`config.mk`:
```
export PLATFORM = sky130hd
export DESIGN_NAME = clkdiv_cfg_ctrl
export DESIGN_NICKNAME = d
export VERILOG_FILES = /design/src/rtl/clkdiv_pkg.sv /design/src/rtl/clkdiv_cfg_ctrl_rr_arb.sv /design/src/rtl/clkdiv_cfg_ctrl.sv
export SDC_FILE = /design/constraint.sdc
export NUM_CORES = 1
export LEC_CHECK = 0
export ABC_AREA = 1
export ABC_CLOCK_PERIOD_IN_PS = 8100
export BUFFER_PORTS_ARGS = -buffer_cell sky130_fd_sc_hd__buf_4
export CAP_MARGIN = 5
export CORE_MARGIN = 2
export CORE_UTILIZATION = 60
export DETAILED_ROUTE_END_ITERATION = 16
export GPL_TIMING_DRIVEN = 1
export PLACE_DENSITY_LB_ADDON = 0.1
export SLEW_MARGIN = 20
export SYNTH_ARGS = -nofsm -noshare
export SYNTH_HDL_FRONTEND = slang
export SYNTH_SLANG_ARGS = --single-unit
```
`constraint.sdc`:
```
create_clock -name clk -period 8.1 [get_ports clk]
set_clock_uncertainty 0.15 [all_clocks]
set_input_delay 0.405 -clock clk [delete_from_list [all_inputs] [get_ports clk]]
set_output_delay 0.405 -clock clk [all_outputs]
set_load 0.02 [all_outputs]
```
`src/rtl/clkdiv_pkg.sv`:
```
// clkdiv_pkg: shared state encoding and ratio constants for the divider config controller.
// NACK exists only when CLKDIV_CFG_RANGE_CHECK_EN is defined.
package clkdiv_pkg;
  localparam logic [15:0] DEFAULT_N = 16'd4;
  localparam int unsigned MIN_N = 2;
  typedef enum logic [1:0] {
    IDLE,
    WAIT,
    ACK
`ifdef CLKDIV_CFG_RANGE_CHECK_EN
    , NACK
`endif
  } state_t;
endpackage

```
`src/rtl/clkdiv_cfg_ctrl_rr_arb.sv`:
```
// rr_arb: round-robin grant of the first active requester at or after ptr.
module rr_arb #(
  parameter int N = 4,
  parameter int IW = $clog2(N)
) (
  input  logic [N-1:0]  req,
  input  logic [IW-1:0] ptr,
  output logic [N-1:0]  grant,
  output logic [IW-1:0] idx
);
  // Scan from farthest to nearest so the nearest active requester wins.
  always_comb begin
    grant = '0;
    idx = '0;
    for (int k = N - 1; k >= 0; k--) begin
      if (req[(int'(ptr) + k) % N]) begin
        grant = N'(1) << ((int'(ptr) + k) % N);
        idx = IW'((int'(ptr) + k) % N);
      end
    end
  end
endmodule

```
`src/rtl/clkdiv_cfg_ctrl.sv`:
```
// clkdiv_cfg_ctrl: arbitrates divide-ratio change requests and applies them only at period boundaries.
// Define CLKDIV_CFG_RANGE_CHECK_EN to reject ratios below MIN_N with a nack pulse.
module clkdiv_cfg_ctrl
  import clkdiv_pkg::*;
#(
  parameter int NREQ = 4,
  parameter int W = 16,
  parameter logic [W-1:0] DEFAULT_N = W'(clkdiv_pkg::DEFAULT_N)
) (
  input  logic              clk,
  input  logic              rst,
  input  logic [NREQ-1:0]   req,
  input  logic [NREQ*W-1:0] req_n,
  output logic [NREQ-1:0]   ack,
`ifdef CLKDIV_CFG_RANGE_CHECK_EN
  output logic [NREQ-1:0]   nack,
`endif
  output logic [W-1:0]      div_n,
  output logic              div_sync,
  output logic              busy
);
  localparam int IW = $clog2(NREQ);
  state_t state, nxt;
  logic [W-1:0] cnt, pending, sel_n;
  logic [IW-1:0] ptr, grant_idx, idx;
  logic [NREQ-1:0] grant;
  logic wrap, low;
  rr_arb #(.N(NREQ), .IW(IW)) u_arb (
    .req(req),
    .ptr(ptr),
    .grant(grant),
    .idx(idx)
  );
  assign sel_n = req_n[int'(idx)*W +: W];
  assign wrap = (div_n <= W'(1)) || (cnt >= div_n - W'(1));
  assign div_sync = wrap;
  assign busy = state != IDLE;
  assign ack = (state == ACK) ? NREQ'(1) << grant_idx : '0;
`ifdef CLKDIV_CFG_RANGE_CHECK_EN
  assign low = sel_n < W'(MIN_N);
  assign nack = (state == NACK) ? NREQ'(1) << grant_idx : '0;
`else
  assign low = 1'b0;
`endif
  always_comb begin
    nxt = state;
    case (state)
      IDLE: if (|grant) nxt = low ? state_t'(3) : WAIT;
      WAIT: if (wrap) nxt = ACK;
      default: nxt = IDLE;
    endcase
  end
  // The counter reloads on every wrap, so a ratio applied at a wrap starts a clean period.
  always_ff @(posedge clk or posedge rst) begin
    if (rst) begin
      state <= IDLE;
      cnt <= '0;
      div_n <= DEFAULT_N;
      ptr <= '0;
      grant_idx <= '0;
      pending <= '0;
    end else begin
      state <= nxt;
      cnt <= wrap ? '0 : cnt + W'(1);
      if (state == IDLE && |grant) begin
        grant_idx <= idx;
        pending <= sel_n;
      end
      if (state == WAIT && wrap) div_n <= pending;
      if (state != IDLE && state != WAIT)
        ptr <= (grant_idx == IW'(NREQ - 1)) ? '0 : grant_idx + 1'b1;
    end
  end
endmodule

```
## Word level (Yosys, flattened, before mapping)

Cells that the tools add are included.

| operators by class | value |
|---|---|
| add/sub/neg operators | 6 |
| $mul | 0 |
| divide/modulo/power cells | 0 |
| $lt $le $gt $ge | 6 |
| eq/ne operators | 6 |
| shifts and indexed selects | 6 |
| multiplexer cells | 25 |
| bitwise operators | 3 |
| reduce and logical (&&, ||, !) cells | 11 |

Operators with widths:

| cell | count |
|---|---|
| $shl 1x32->4 const A | 3 |
| $shiftx 64x7->16 | 1 |
| $mux 4 | 5 |
| $add 16x1->16 const B | 1 |
| $ge 16x16->1 | 1 |
| $le 16x1->1 const B | 1 |
| $mux 16 | 1 |
| $sub 16x1->16 const B | 1 |
| $mux 2 | 7 |
| $lt 3x4->1 const B | 3 |
| $bmux 1 s2 | 4 |
| $shl 1x2->4 const A | 2 |
| $mux 1 | 7 |
| $reduce_or 2->1 | 3 |
| $add 2x1->2 const B | 2 |
| $add 2x2->2 const B | 2 |
| $eq 2x2->1 const B | 2 |
| $ne 2x2->1 const B | 2 |
| $pmux 2 s2 | 1 |
| $reduce_or 4->1 | 1 |
| $and 1x1->1 const A | 3 |
| $logic_and 1x1->1 | 3 |
| $lt 2x3->1 const B | 1 |
| $eq 2x1->1 const B | 1 |
| other kinds (5) | 5 |

| storage, ports and cells | value |
|---|---|
| register bits after elaboration | 54 |
| latch bits | 0 |
| memory bits (writable) | 0 |
| bits in read-only memories | 0 |
| input bits | 70 |
| output and inout port bits | 22 |
| logic and storage cells | 69 |
| memories kept | 0 |

## Longest topological paths before layout

Gate-level depths: netlist of run 1.

| depth | value |
|---|---|
| depth after elaboration | 13 |
| gate-level depth with buffers | 23 |
| gate-level depth less buffers | 22 |

## Modules after synthesis

From an unflattened synthesis of run 1, not the netlist that was laid out.

| unflattened totals | value |
|---|---|
| cell total of the unflattened synthesis | 580 |
| area, all modules | 4000.1 µm² |

By module, submodules not included:

| module | instances | cells an instance | area an instance (µm²) |
|---|---|---|---|
| clkdiv_cfg_ctrl | 1 | 497 | 3517.1 |
| rr_arb | 1 | 83 | 483.0 |

## Worst setup path before layout of run 1

OpenSTA, ideal clock, no wires.

| path | value |
|---|---|
| kind | register -> output |
| from | register div_n[0] |
| to | output div_sync |
| data arrival time | 3.009 ns |
| data required time | 7.545 ns |
| path slack | 4.536 ns |
| stages on the path, launching flop included | 19 |
| path buffers | 1 |
| path through | dfrtp_1 -> inv_1 -> ha_1 -> nand2_1 -> nor2_2 -> nand2_1 -> nor2_1 -> nand2_1 -> nor3_1 -> xor2_1 -> inv_1 -> ha_1 -> nand2_1 -> inv_1 -> nand3_1 -> nor3_1 -> nand3_1 -> nand4_4 -> buf_1 |

| between the ends | value |
|---|---|
| longest elaborated chain between the ends | 3 |
| elaborated cells between the ends (all ways) | 4 |

RTL lines:

| element | line | text |
|---|---|---|
| start, declared | clkdiv_cfg_ctrl.sv:18 | `output logic [W-1:0] div_n,` |
| start signal, assigned | clkdiv_cfg_ctrl.sv:69 | `if (state == WAIT && wrap) div_n <= pending;` |
| $sub 16x1->16 | clkdiv_cfg_ctrl.sv:35 | `assign wrap = (div_n <= W'(1)) \|\| (cnt >= div_n - W'(1));` |
| $ge 16x16->1 | clkdiv_cfg_ctrl.sv:35 |  |
| $logic_or 1x1->1 (*) | clkdiv_cfg_ctrl.sv:35 |  |
| end, declared | clkdiv_cfg_ctrl.sv:19 | `output logic div_sync,` |

Mark *: on every way between the ends. The rest lies on a longest branch, timed or not.

## Worst setup path in the final report of run 1

Same ends and word-level chain as after synthesis.

==> results_dict.tcl, run 1 <==
set metrics [dict create \
    hold_violations 0 \
    drt_iter0_drc 213 \
    top_level_ports 92 \
    dr.pass1.iters 5 \
    crit_path_start_kind "register" \
    insertion_delay_ps 310 \
    whs_ps 111 \
    crit_buf_inv 5 \
    synth.area.top_cells "dfrtp_1 (32%), nand2_1 (16%), inv_1 (10%)" \
    power_density_nw_per_um2 385 \
    drc 0 \
    hp-class "in2async" \
    cp.arrival_ps 3460 \
    cts_made_buffers 5 \
    grt-ovfl-total 0 \
    area_growth_pct 19.7 \
    cts_max_level 2 \
    synthCells 613 \
    nFillCells 552 \
    synth_top_area_share_pct 32.0 \
    drive_gt1_share_pct 17.7 \
    die_area_um2 7600 \
    rsz0062_at_grt "no" \
    maxCapViolations 0 \
    cp.required_ps 7550 \
    status "finished clean" \
    grt_max_degree 55 \
    hpwl_um 7370 \
    cts_root_buf "clkbuf_8" \
    die_y_um 87.2 \
    maxSlewHeadroom_pct 45.0 \
    grt_pass1_wl_um 16200 \
    ys_seq_elements 54 \
    cts_resized 0 \
    synth_cell_type_count 32 \
    reg2reg_depth 21 \
    drt_wl_total_um 9430 \
    max_stage_delay_ps 430 \
    crit_cells 18 \
    fmaxAchievable_mhz 249 \
    tns_ps 0 \
    syn_area_per_cell_um2 6.77 \
    cp_max_fo 19 \
    ir_drop_mv 0.276 \
    rrSetupSlack_ps 4290 \
    cts_tree "built" \
    grt.total_usage_pct 26.4 \
    finalCritPeriodShare_pct 49.6 \
    fin_nets 796 \
    antenna_found_initial 0 \
    worst_pin_slew_ps 825 \
    p_leak_nw 2.87 \
    design_area_um2 4970 \
    period_needed_ps 4020 \
    slew_violations 0 \
    holdBufCountCts 0 \
    synth_largest_area_cell "dfrtp_1" \
    slowest_stage "dfrtp_1" \
    critPathTopFamily "simple AND/OR/NAND/NOR gates" \
    clkSinkCount 54 \
    grt_pass1_vias 3668 \
    port_buffers 91 \
    yosys_warnings 0 \
    row_count 30 \
    via_per_inst 5.19 \
    place_congestion 0.895 \
    syn_nets 714 \
    clk_path_buf_depth 2 \
    crit_chain "inv_1, ha_1, nand2_1, nor2_2, nand2_1, nor2_1, nand2_1, nor3_1, xor2_1, inv_1, ha_1, nand2_1, inv_1, nand3_1, inv_1, a21oi_1, nand4_4, buf_4" \
    drtAntennaViolNets 0 \
    num_antenna_cells 0 \
    placed_area_um2 4830 \
    dieWidth_um 87.2 \
    yosysSeqAreaShare_pct 32.6 \
    end_kind "output port" \
    post_cts_buffers 0 \
    synth_area_um2 4150 \
    critical_path_class "reg2out" \
    final-setup-viol-count 0 \
    wl_per_cell_um 12.1 \
    vias 4026 \
    start_util_pct 61.4 \
    coreArea_um2 6760 \
    path_clk_slew_ps 100 \
]
## path summary, 6_finish.rpt
| path | from | end |
|---|---|---|
| setup / recovery | div_n[0] | div_sync |
| hold / removal | rst | cnt[6] |
| setup reg to reg | div_n[0] | div_n[4] |
| hold reg to reg | pending[13] | div_n[13] |
| max in group asynchronous | rst | pending[14] |
| min in group clk | pending[13] | div_n[13] |
## cell families (layout without fill, tap and decap cells)
group           Yosys count  in the layout  synth area share, %
simple gates            333            333                 35.5
buf+inv                 136            219                 13.4
flops                    54             54                 32.6
compound gates           41             41                 5.40
fa+ha+maj                31             31                 9.35
xor+xnor                 18             18                 3.80
## metal layers
layer	track usage, %	routed length, µm	vias up	part of all wire [%]
li1	-	-	2056	-
met1	35.6	4210	1829	45
met2	42.7	4480	123	48
met3	3.60	479	18	5.1
met4	10.8	251	0	2.7
met5	0	0	-	0
## flip-flops by register name (all words and copies together) (netlist names)
name       count
state          2
div_n         16
grant_idx      2
cnt           16
pending       16
ptr            2
## area by class of cell
| type | count | area, µm² | area share (%) |
|---|---|---|---|
| repair buffers | 92 | 691 | 13.9 |
| clock inverters | 3 | 68.8 | 1.38 |
| well taps | 80 | 100 | 2.01 |
| clock buffers | 5 | 68.8 | 1.38 |
| flip-flops and latches | 54 | 1350 | 27.2 |
| inverters | 119 | 447 | 8.99 |
| multi-input cells | 423 | 2240 | 45.1 |
## metrics by stage
stage               utilization, %  std cells  worst slack, ps  total power [mW]
floorplan                        -        613             4540              1.44
detailed placement            71.5        768             4300              1.69
global placement              71.5        768             4560              1.65
global route                  73.6        776             3710              2.12
CTS                           73.6        776             4050              1.92
finish                        73.6        776             4080              1.91
## worst min-delay path, cell delays in order
cell and delay [ps]:
buf_4 110, inv_2 30, buf_4 520
## cells in the final DEF (no fill, tap or decap), drive strengths merged
master	count
a21o	1
a21oi	13
buf	92
bufinv	2
clkbuf	5
clkinv	1
dfrtp	53
dfstp	1
ha	31
inv	119
nand2	183
nand3	85
nand3b	1
nand4	3
nor2	44
nor3	10
nor3b	4
nor4	3
o21a	1
o21ai	24
o21bai	1
o41ai	1
xnor2	5
xor2	13
## report_power, final
| group | switching (mW) | internal, mW |
|---|---|---|
| Combinational | 0.766 | 0.434 |
| Clock | 0.0879 | 0.124 |
| Sequential | 0.117 | 0.383 |
| Total | 0.971 | 0.940 |
## cells in the mapped netlist
| cell | number |
|---|---|
| inv_2 | 5 |
| buf_2 | 12 |
| dfrtp_1 | 53 |
| nor2_2 | 1 |
| nand4_1 | 2 |
| nor3_2 | 1 |
| inv_1 | 114 |
| nand3_1 | 81 |
| a21o_1 | 1 |
| a21oi_1 | 12 |
| xor2_1 | 13 |
| nor3_1 | 9 |
| nand3_2 | 4 |
| nand4_4 | 1 |
| nand2_2 | 5 |
| nor4_1 | 3 |
| a21oi_2 | 1 |
| ha_1 | 31 |
| o21a_1 | 1 |
| buf_6 | 4 |
| o21ai_2 | 1 |
| o41ai_1 | 1 |
| dfstp_2 | 1 |
| xnor2_1 | 5 |
| nand2_1 | 176 |
| nor2_1 | 43 |
| buf_1 | 1 |
| nor3b_1 | 4 |
| o21ai_0 | 23 |
| o21bai_1 | 1 |
| nand3b_1 | 1 |
| nand2_4 | 2 |
No activity file was read; power rests on OpenSTA's default activity.
==> run 2, diff against run 1 <==
--- a/config.mk
+++ b/config.mk
@@ -5,12 +5,12 @@
 export SDC_FILE = /design/constraint.sdc
 export NUM_CORES = 1
 export LEC_CHECK = 0
-export ABC_AREA = 1
-export ABC_CLOCK_PERIOD_IN_PS = 8100
+export ABC_AREA = 0
+export ABC_CLOCK_PERIOD_IN_PS = 3800
 export BUFFER_PORTS_ARGS = -buffer_cell sky130_fd_sc_hd__buf_4
 export CAP_MARGIN = 5
 export CORE_MARGIN = 2
-export CORE_UTILIZATION = 60
+export CORE_UTILIZATION = 54
 export DETAILED_ROUTE_END_ITERATION = 16
 export GPL_TIMING_DRIVEN = 1
 export PLACE_DENSITY_LB_ADDON = 0.1
==> constraint.sdc (replaced) <==
create_clock -name clk -period 3.8 [get_ports clk]
set_clock_uncertainty 0.15 [all_clocks]
set_input_delay 0.19 -clock clk [delete_from_list [all_inputs] [get_ports clk]]
set_output_delay 0.19 -clock clk [all_outputs]
set_load 0.02 [all_outputs]
==> results_dict.tcl, run 2 <==
set metrics [dict create \
    status "finished clean" \
    yosys_warnings 0 \
    grt_pass1_vias 2953 \
    drt_wl_total_um 7910 \
    synthArstFlopShare_pct 100 \
    busiest_layer "met2" \
    dieWidth_um 87.1 \
    insertion_delay_ps 310 \
    cts_root_buf "clkbuf_8" \
    worst_pin_slew_ps 769 \
    top_level_ports 92 \
    whs_ps 170 \
    rsz0062_at_grt "no" \
    ys.flop_type "dfrtp_1" \
    cp.required_ps 3460 \
    syn_nets 482 \
    finalCritPeriodShare_pct 92.7 \
    cp.arrival_ps 3180 \
    maxSlewHeadroom_pct 48.7 \
    fin_nets 573 \
    drive_gt1_share_pct 32.8 \
    grt_pass1_wl_um 13600 \
    ys_seq_elements 54 \
    wl_per_cell_um 14.3 \
    area_growth_pct 22.0 \
    rrSetupSlack_ps 330 \
    grt-ovfl-total 0 \
    start_util_pct 55.2 \
    synth_edf_count 0 \
    die_y_um 87.1 \
    clkSinkCount 54 \
    hpwl_um 6180 \
    layout_common_cells "buf_4 (100), nand2_1 (64), dfrtp_1 (52)" \
    tns_ps 0 \
    period_needed_ps 3520 \
    synth_top_area_share_pct 35.6 \
    synth_cell_type_count 45 \
    nFillCells 544 \
    port_buffers 91 \
    cts_max_level 2 \
    hold_violations 0 \
    gr-usage-met1_pct 31.8 \
    hp-class "in2reg" \
    drt_iter0_drc 109 \
    post_cts_buffers 0 \
    use_met3_pct 4.36 \
    drc 0 \
    clk_path_buf_depth 2 \
    ir_drop_mv 0.568 \
    crit_path_start_kind "register" \
    syn_area_per_cell_um2 9.79 \
    cts_made_buffers 5 \
    final_common_cell "buf_4" \
    power_density_nw_per_um2 770 \
    fmaxAchievable_mhz 284 \
    grt.total_usage_pct 22.1 \
    row_count 30 \
    synth_common_cells "nand2_1 (64), dfrtp_1 (53), nor2_1 (33)" \
    path_clk_slew_ps 100 \
    cp_max_fo 18 \
    p_leak_nw 2.17 \
    grtUsageMet2_pct 34.9 \
    coreArea_um2 6760 \
    dr.pass1.iters 4 \
    drtAntennaViolNets 0 \
    multi_input_area_um2 2210 \
    synth.area.top_cells "dfrtp_1 (36%), ha_1 (10%), mux2_2 (9.7%)" \
    via_per_inst 5.49 \
    synthCells 381 \
    top_regs "cnt (16), div_n (16), pending (16)" \
    end_kind "output port" \
    synth_area_um2 3730 \
    grt_max_degree 55 \
    num_antenna_cells 0 \
    slew_violations 0 \
    maxCapViolations 0 \
    synth_largest_area_cell "dfrtp_1" \
    yosysSeqAreaShare_pct 36.3 \
    yosysMostFrequentCell "nand2_1" \
    vias 3034 \
    antenna_found_initial 0 \
    place_congestion 0.782 \
    cts_tree "built" \
    die_area_um2 7590 \
    seqCellArea_um2 1350 \
    critical_path_class "reg2out" \
    final-setup-viol-count 0 \
]
## run 2: cell count changes after synthesis, moves of 5 or more
cell	before	now
inv_2	5	0
o21ai_0	23	9
a32oi_1	0	16
nor3_1	9	4
nand2_1	176	64
nand2_2	5	0
nor2_1	43	33
mux2_2	0	32
buf_2	12	4
xnor2_1	5	15
inv_1	114	9
nand3_1	81	11
## run 2: cell type report
cell class	instances	area share, %
clock buffers	5	1.51
flip-flops and latches	54	29.7
repair buffers	101	16.7
multi-input cells	301	48.5
inverters	9	0.742
well taps	80	2.20
clock inverters	3	0.605
## run 2: logic make-up after synthesis
family / after synthesis / synth area share (%)
compound gates: 64 / 12.0
xor+xnor: 28 / 6.58
fa+ha+maj: 31 / 10.4
buf+inv: 26 / 4.76
flops: 54 / 36.3
mux: 40 / 13.4
simple gates: 138 / 16.6
## run 2: routing by layer
layer | wire [µm] | up-vias
li1 | - | 1532
met1 | 3770 | 1410
met2 | 3620 | 84
met3 | 421 | 8
met4 | 93 | 0
met5 | 0 | -
## run 2: per-stage QoR
stage	instance area (µm²)	util [%]	instances	setup slack (ps)	power (mW)
final	4550	67.4	553	276	3.51
after global routing	4550	67.4	553	2.21	3.85
after CTS	4550	67.3	553	140	3.53
after detailed placement	4440	65.8	544	158	3.19
after global placement	4440	65.8	544	231	3.11
after floorplan	3730	-	381	107	2.68
## run 2: power by group
group | internal (mW) | switching [mW] | leakage (nW)
clock network | 0.137 | 0.201 | 0.0467
registers | 0.813 | 0.262 | 0.668
logic | 0.973 | 1.12 | 1.45
total | 1.92 | 1.58 | 2.17
## run 2: worst max-delay path, stage by stage, from the launching register on
cell and delay (ps):
dfrtp_2 450, or4_4 550, nor3_4 170, nand3_1 120
nor2_1 130, xnor2_1 130, ha_1 260, a21o_1 180
a21o_1 160, a21oi_1 130, nand2_1 60, a21o_1 160
buf_4 190, buf_4 170
## run 2: final timing paths
check,start,end,cells past startpoint
max in group asynchronous,rst,div_n[7],4
worst min register to register,pending[6],pending[6],1
worst max-delay path,div_n[7],div_sync,13
min in group asynchronous,rst,state[0],4
worst max register to register,div_n[7],div_n[15],13
worst min-delay path,req_n[41],pending[9],4
## run 2: what timing repair did
item,4_1_cts,5_1_grt
endpoints found under the hold margin,53,0
setup endpoints to repair,0,17
resized for setup,0,2
hold buffers,1,0
